--- config.mk ---
export PLATFORM = sky130hd
export DESIGN_NAME = slot_machine_n
export DESIGN_NICKNAME = d
export VERILOG_FILES = /design/src/rtl/slot_machine_n.sv
export SDC_FILE = /design/constraint.sdc
export NUM_CORES = 1
export LEC_CHECK = 0
export ABC_AREA = 1
export BUFFER_PORTS_ARGS = -buffer_cell sky130_fd_sc_hd__buf_2
export CAP_MARGIN = 10
export CORE_MARGIN = 4
export CORE_UTILIZATION = 57
export CTS_CLUSTER_SIZE = 12
export DETAILED_ROUTE_END_ITERATION = 10
export GPL_TIMING_DRIVEN = 0
export HOLD_SLACK_MARGIN = 0.1
export PLACE_DENSITY = 0.78
export SLEW_MARGIN = 20
export SYNTH_ARGS = -nofsm -noshare
export SYNTH_HDL_FRONTEND = slang
export SYNTH_SLANG_ARGS = --single-unit
--- constraint.sdc ---
create_clock -name i_clk_2 -period 1.8 [get_ports i_clk_2]
set_input_delay 0.09 -clock i_clk_2 [delete_from_list [all_inputs] [get_ports i_clk_2]]
set_output_delay 0.09 -clock i_clk_2 [all_outputs]
set_load 0.01 [all_outputs]
--- src/rtl/slot_machine_n.sv ---
// ---------------------------------------------------------------------------
// slot_machine_n
//   N-reel slot machine with credit accounting for the FPGA board top level.
//   Each reel is a symbol counter that cycles 0..LIMIT while spinning. A rising
//   edge on play starts a spin if there is credit. Each rising edge on stop
//   freezes the next reel, starting with reel 0. When the last reel stops, the
//   block spends one cycle checking for a jackpot. A jackpot adds JACKPOT
//   credits, and the credit counter saturates at its maximum value.
//
// Ports
//   i_clk_2       system clock; all state updates on the rising edge
//   i_reset_n     asynchronous active-low reset
//   i_play        level input; a rising edge starts a spin
//   i_stop        level input; a rising edge stops the next reel
//   o_reels       reel i at [i*SYMBOL_BITS +: SYMBOL_BITS] (drives the LCD)
//   o_stopped     bit i set when reel i is frozen
//   o_credits     current credit balance
//   o_busy        high while spinning or evaluating
//   o_win         one-cycle pulse on a jackpot
//   o_game_over   high while idle with no credits left
// ---------------------------------------------------------------------------
module slot_machine_n #(
  parameter int unsigned NREELS        = 3,
  parameter int unsigned SYMBOL_BITS   = 4,
  parameter int unsigned LIMIT         = 6,
  parameter int unsigned CREDIT_BITS   = 8,
  parameter int unsigned START_CREDITS = 10,
  parameter int unsigned JACKPOT       = 5
) (
  input  logic                            i_clk_2,
  input  logic                            i_reset_n,
  input  logic                            i_play,
  input  logic                            i_stop,
  output logic [NREELS*SYMBOL_BITS-1:0]   o_reels,
  output logic [NREELS-1:0]               o_stopped,
  output logic [CREDIT_BITS-1:0]          o_credits,
  output logic                            o_busy,
  output logic                            o_win,
  output logic                            o_game_over
);

  localparam int unsigned IDX_BITS = $clog2(NREELS);

  typedef enum logic [1:0] {
    S_IDLE = 2'd0,
    S_SPIN = 2'd1,
    S_EVAL = 2'd2
  } state_t;

  state_t                  r_state;
  state_t                  w_nextState;

  logic [SYMBOL_BITS-1:0]  r_reels [NREELS];
  logic [NREELS-1:0]       r_stopped;
  logic [IDX_BITS-1:0]     r_idx;
  logic [CREDIT_BITS-1:0]  r_credits;
  logic                    r_win;
  logic                    r_playPrev;
  logic                    r_stopPrev;

  logic                    w_playRise;
  logic                    w_stopRise;
  logic                    w_creditsZero;
  logic                    w_lastStop;
  logic                    w_allEqual;
  logic                    w_startSpin;
  logic                    w_stopReel;
  logic                    w_jackpot;
  logic [CREDIT_BITS:0]    w_creditSum;
  logic [CREDIT_BITS-1:0]  w_creditSat;

  assign w_playRise    = i_play & ~r_playPrev;
  assign w_stopRise    = i_stop & ~r_stopPrev;
  assign w_creditsZero = (r_credits == '0);
  assign w_lastStop    = (r_idx == IDX_BITS'(NREELS - 1));

  // The sum uses one extra bit so an overflow can be seen and clamped to
  // the largest value the counter can hold.
  assign w_creditSum = {1'b0, r_credits} + (CREDIT_BITS + 1)'(JACKPOT);
  assign w_creditSat = w_creditSum[CREDIT_BITS] ? '1 : w_creditSum[CREDIT_BITS-1:0];

  always_comb begin
    w_allEqual = 1'b1;
    for (int i = 1; i < int'(NREELS); i++) begin
      if (r_reels[i] != r_reels[0]) w_allEqual = 1'b0;
    end
  end

  always_ff @(posedge i_clk_2 or negedge i_reset_n) begin
    if (!i_reset_n) r_state <= S_IDLE;
    else            r_state <= w_nextState;
  end

  // In SPIN, play is ignored, so a stop press on the same edge as a play
  // press is the only one that has an effect.
  always_comb begin
    w_nextState = r_state;
    w_startSpin = 1'b0;
    w_stopReel  = 1'b0;
    w_jackpot   = 1'b0;
    case (r_state)
      S_IDLE: begin
        if (w_playRise && !w_creditsZero) begin
          w_startSpin = 1'b1;
          w_nextState = S_SPIN;
        end
      end
      S_SPIN: begin
        if (w_stopRise) begin
          w_stopReel = 1'b1;
          if (w_lastStop) w_nextState = S_EVAL;
        end
      end
      S_EVAL: begin
        w_jackpot   = w_allEqual;
        w_nextState = S_IDLE;
      end
      default: w_nextState = S_IDLE;
    endcase
  end

  // Reels advance only in SPIN. A reel that is being stopped on this edge
  // keeps its current value. Reels are never reloaded, so the next spin
  // starts from the symbols the last spin left on screen.
  always_ff @(posedge i_clk_2 or negedge i_reset_n) begin
    if (!i_reset_n) begin
      for (int i = 0; i < int'(NREELS); i++) r_reels[i] <= '0;
      r_stopped  <= '0;
      r_idx      <= '0;
      r_credits  <= CREDIT_BITS'(START_CREDITS);
      r_win      <= 1'b0;
      r_playPrev <= 1'b0;
      r_stopPrev <= 1'b0;
    end else begin
      r_playPrev <= i_play;
      r_stopPrev <= i_stop;
      r_win      <= w_jackpot;
      if (w_startSpin) begin
        r_credits <= r_credits - 1'b1;
        r_stopped <= '0;
        r_idx     <= '0;
      end
      if (w_jackpot) r_credits <= w_creditSat;
      if (r_state == S_SPIN) begin
        for (int i = 0; i < int'(NREELS); i++) begin
          if (w_stopReel && (i == int'(r_idx))) begin
            r_stopped[i] <= 1'b1;
          end else if (!r_stopped[i]) begin
            r_reels[i] <= (r_reels[i] == SYMBOL_BITS'(LIMIT)) ? '0 : r_reels[i] + 1'b1;
          end
        end
      end
      if (w_stopReel) r_idx <= r_idx + 1'b1;
    end
  end

  for (genvar g = 0; g < int'(NREELS); g++) begin : g_reelOut
    assign o_reels[g*SYMBOL_BITS +: SYMBOL_BITS] = r_reels[g];
  end

  assign o_stopped   = r_stopped;
  assign o_credits   = r_credits;
  assign o_win       = r_win;
  assign o_busy      = (r_state == S_SPIN) || (r_state == S_EVAL);
  assign o_game_over = (r_state == S_IDLE) && w_creditsZero;

endmodule

==> run summary <==
### Final layout
- **area of the multi-input gates** 1070 um2
- **number of fillers in the final layout** 289
- **antenna fix cells** 0
- **share of cells above drive strength 1** 22.1%
- **area taken by flip-flops and latches** 753 um2
- **top library cells by usage in the layout, fill and taps aside** 67 x nand2_1, 41 x inv_1, 30 x buf_2, 28 x dfrtp_1, 20 x o21ai_0
- **growth of design area from synthesis to finish** 17.1%
- **most common cell after layout, fill and taps aside** nand2_1
- **Total Nets Final** 321

### Clock tree
- **H-tree levels** 2
- **number of clock sinks seen by CTS** 30
- **register clock-pin slew on the reported worst setup and hold paths** 0.11 ns
- **worst-case clock buffer depth** 2
- **cell at the root of the clock tree** clkbuf_4
- **clock tree from TritonCTS** done
- **TritonCTS buffer count** 5
- **worst skew pair latency** 0.34 ns

### Routing
- **total DRC errors in the routed layout** 0
- **Routed Antenna Nets** 0
- **met1 WL** 1.98 mm
- **total met3 wirelength after detailed routing** 230 um
- **highest layer used for signal routing** met4
- **number of DRC markers in iteration 0** 120
- **DR WL met2** 2.06 mm
- **routed via count divided by cell count** 5.16
- **average routed wire per standard cell** 12.1 um
- **first drt pass iteration count** 4
- **Vias** 1826
- **aggregate routed wire length** 4.30 mm

### Power
- **clock group share of total power** 16.1%
- **Sw Share** 47.1%
- **leak pwr** 1.25 nW
- **IR Drop Worst-Case VDD** 1.23 mV
- **Gate power share** 52.6%
- **Reg power frac** 31.3%
- **Psw** 2.09 mW
- **Internal** 2.35 mW
- **ratio of total power to cell area** 1870 nW/um2

### STA
- **slew at the pin closest to its max-slew limit** 0.668 ns
- **Final setup viols** 0
- **final setup slack of the worst path** 0.196 ns
- **max-slew violation count** 0
- **Final Hold Vio Count** 0
- **Tmin final** 1.60 ns
- **Worst Clk Skew** 0.0135 ns
- **final setup TNS** 0 ns
- **slew margin rel.** 55.5%
- **unrepaired setup endpoints after global routing** no
- **crit share post-route** 89.1%
- **maximum frequency from static timing analysis** 623 MHz

### Place
- **Post-Place Worst Slack** 0.180 ns
- **RePlAce Congestion** 0.895
- **half-perimeter wire length of the detailed placement result** 3.22 mm
- **number of I/O port buffers** 29

### Synthesis
- **Post-synth ARST share** 100%
- **post-synthesis xor/xnor area fraction** 4.33%
- **post-synthesis adder-cell area fraction** 6.19%
- **area of the mapped netlist** 2020 um2
- **cell accounting for the most synthesized area** dfrtp_1
- **largest family of logic cells by synthesized area** simple AND/OR/NAND/NOR gates
- **multiplexer share of the synthesized area** 0%
- **Gate Count Post-Synth** 268
- **net count after synthesis** 282
- **sequential-to-total area share from yosys stat** 37.3%
- **fraction of the mapped netlist area in simple logic gates** 33.1%
- **top-area cell type share of the netlist area** 34.7%
- **yosys synthesis warning count** 0
- **Avg Synthesized Cell Area** 7.54 um2
- **leading post-synthesis cells by cell area** dfrtp_1 35%, nand2_1 12%, inv_1 7.6%
- **number of enable-type register cells in the synthesized netlist** 0
- **main flop type after synthesis** dfrtp_1
- **distinct cell type count after synthesis** 33
- **#FFs+latches synth** 30
- **fraction of the mapped netlist area in compound gates** 9.22%

### Run
- **Max Cap Viol** 0

### Min path
- **worst hold path class** in2async

### Floorplanning
- **num ports** 30
- **area of the core region** 3390 um2
- **Total Die Area** 4560 um2
- **Core Rows** 21
- **Die Width** 67.6 um
- **starting density of the core** 59.7%
- **die height** 67.6 um

### Global routing
- **global-route total usage across every layer** 21.3%
- **maximum number of pins on one net before global-route repair** 31
- **global-route wire length before repair** 7.42 mm
- **vias in the first global route** 1714
- **total congestion overflow** 0
- **antenna violations before repair** 0

### Critical path
- **startpoint type of the worst setup path** flip-flop
- **data required time of the critical path** 1.71 ns
- **type of the worst setup path** reg2out
- **endpoint class of the critical path** output port
- **arrival time reported for the critical path endpoint** 1.51 ns
- **Max FO, Critical Path** 6

### Status
- **run status** finished, final reports clean

-- power by group through the flow --
stage | Combinational (mW) | Clock (mW) | Sequential (mW)
2_1_floorplan | 1.61 | 0 | 1.43
3_3_place_gp | 2.26 | 0 | 1.38
3_5_place_dp | 2.32 | 0 | 1.39
4_1_cts | 2.34 | 0.728 | 1.38
5_1_grt | 2.67 | 0.757 | 1.44
6_report | 2.34 | 0.714 | 1.39
-- sequential cells by signal (all words and copies together) (netlist names) --
| signal | flops |
|---|---|
| o_win | 1 |
| r_idx | 2 |
| o_reels | 12 |
| o_credits | 8 |
| r_playPrev | 1 |
| r_stopPrev | 1 |
| r_state | 2 |
| o_stopped | 3 |
-- layout make-up --
cell class | count | share of cell area, %
sequential | 30 | 31.8
clock buffer | 6 | 2.17
buffer | 2 | 0.687
inverter | 48 | 7.77
clock inverter | 2 | 2.54
timing repair buffer | 32 | 7.40
multi-input combinational | 188 | 45.2
tap | 46 | 2.43
-- metal layers --
metal	global-route usage, %	vias to the layer above
met3	5.82	6
li1	-	927
met4	7.09	0
met1	26.8	844
met2	35.2	49
met5	0	-
-- repair_timing --
item / CTS / global route
hold endpoints to repair: 30 / 0
resized for setup: 0 / 1
setup buffers: 0 / 0
hold buffers: 3 / 0
endpoints found under the setup margin: 0 / 1
-- Yosys cell counts, types with 3 or more instances --
| master | n |
|---|---|
| dfrtp_1 | 28 |
| ha_1 | 10 |
| inv_1 | 41 |
| nand4_1 | 3 |
| a21oi_1 | 6 |
| nor3b_1 | 3 |
| nor3_2 | 3 |
| nand2_2 | 3 |
| nor3_1 | 5 |
| nand2_1 | 67 |
| nand3_1 | 18 |
| inv_2 | 4 |
| xor2_1 | 9 |
| nand3_2 | 5 |
| nor2_4 | 4 |
| o21ai_0 | 20 |
| nor2_1 | 19 |
-- cell families after synthesis --
kind of cell,after synthesis
buffers and inverters,50
adders and majority gates,10
xor gates and xnor gates,10
AOI/OAI and AO/OA,34
DFF,30
and+or+nand+nor,134
-- path summary, 6_finish.rpt --
| check | endpoint | from | slack (ns) | depth (start not counted) |
|---|---|---|---|---|
| worst max-delay path | o_game_over | o_credits[4] | 0.20 | 6 |
| worst min-delay path | o_reels[2] | i_reset_n | 0.31 | 2 |
| worst max register to register | o_reels[2] | r_state[1] | 0.22 | 8 |
| worst min register to register | o_credits[3] | o_credits[3] | 0.52 | 2 |
| max in group asynchronous | o_credits[6] | i_reset_n | 1.04 | 2 |
| min in group i_clk_2 | r_stopPrev | i_stop | 0.41 | 2 |
-- critical path: stages (launching register included) --
cell	delay (ns)
dfrtp_1	0.45
inv_1	0.13
nand2_2	0.07
nor2_2	0.17
nand3_2	0.13
nor2_1	0.10
buf_2	0.13
-- through the flow --
step                utilization, %  instances  instance area (um2)  total power, mW  hold WS [ns]
floorplan                        -        268                 2020             3.04        -0.206
global placement              65.6        343                 2220             3.64         0.154
detailed placement            65.6        343                 2220             3.71         0.160
CTS                           69.8        354                 2370             4.44         0.322
global route                  69.9        354                 2370             4.86         0.377
finish                        69.9        354                 2370             4.44         0.315
Note: power is estimated with default switching activity, not from simulation.
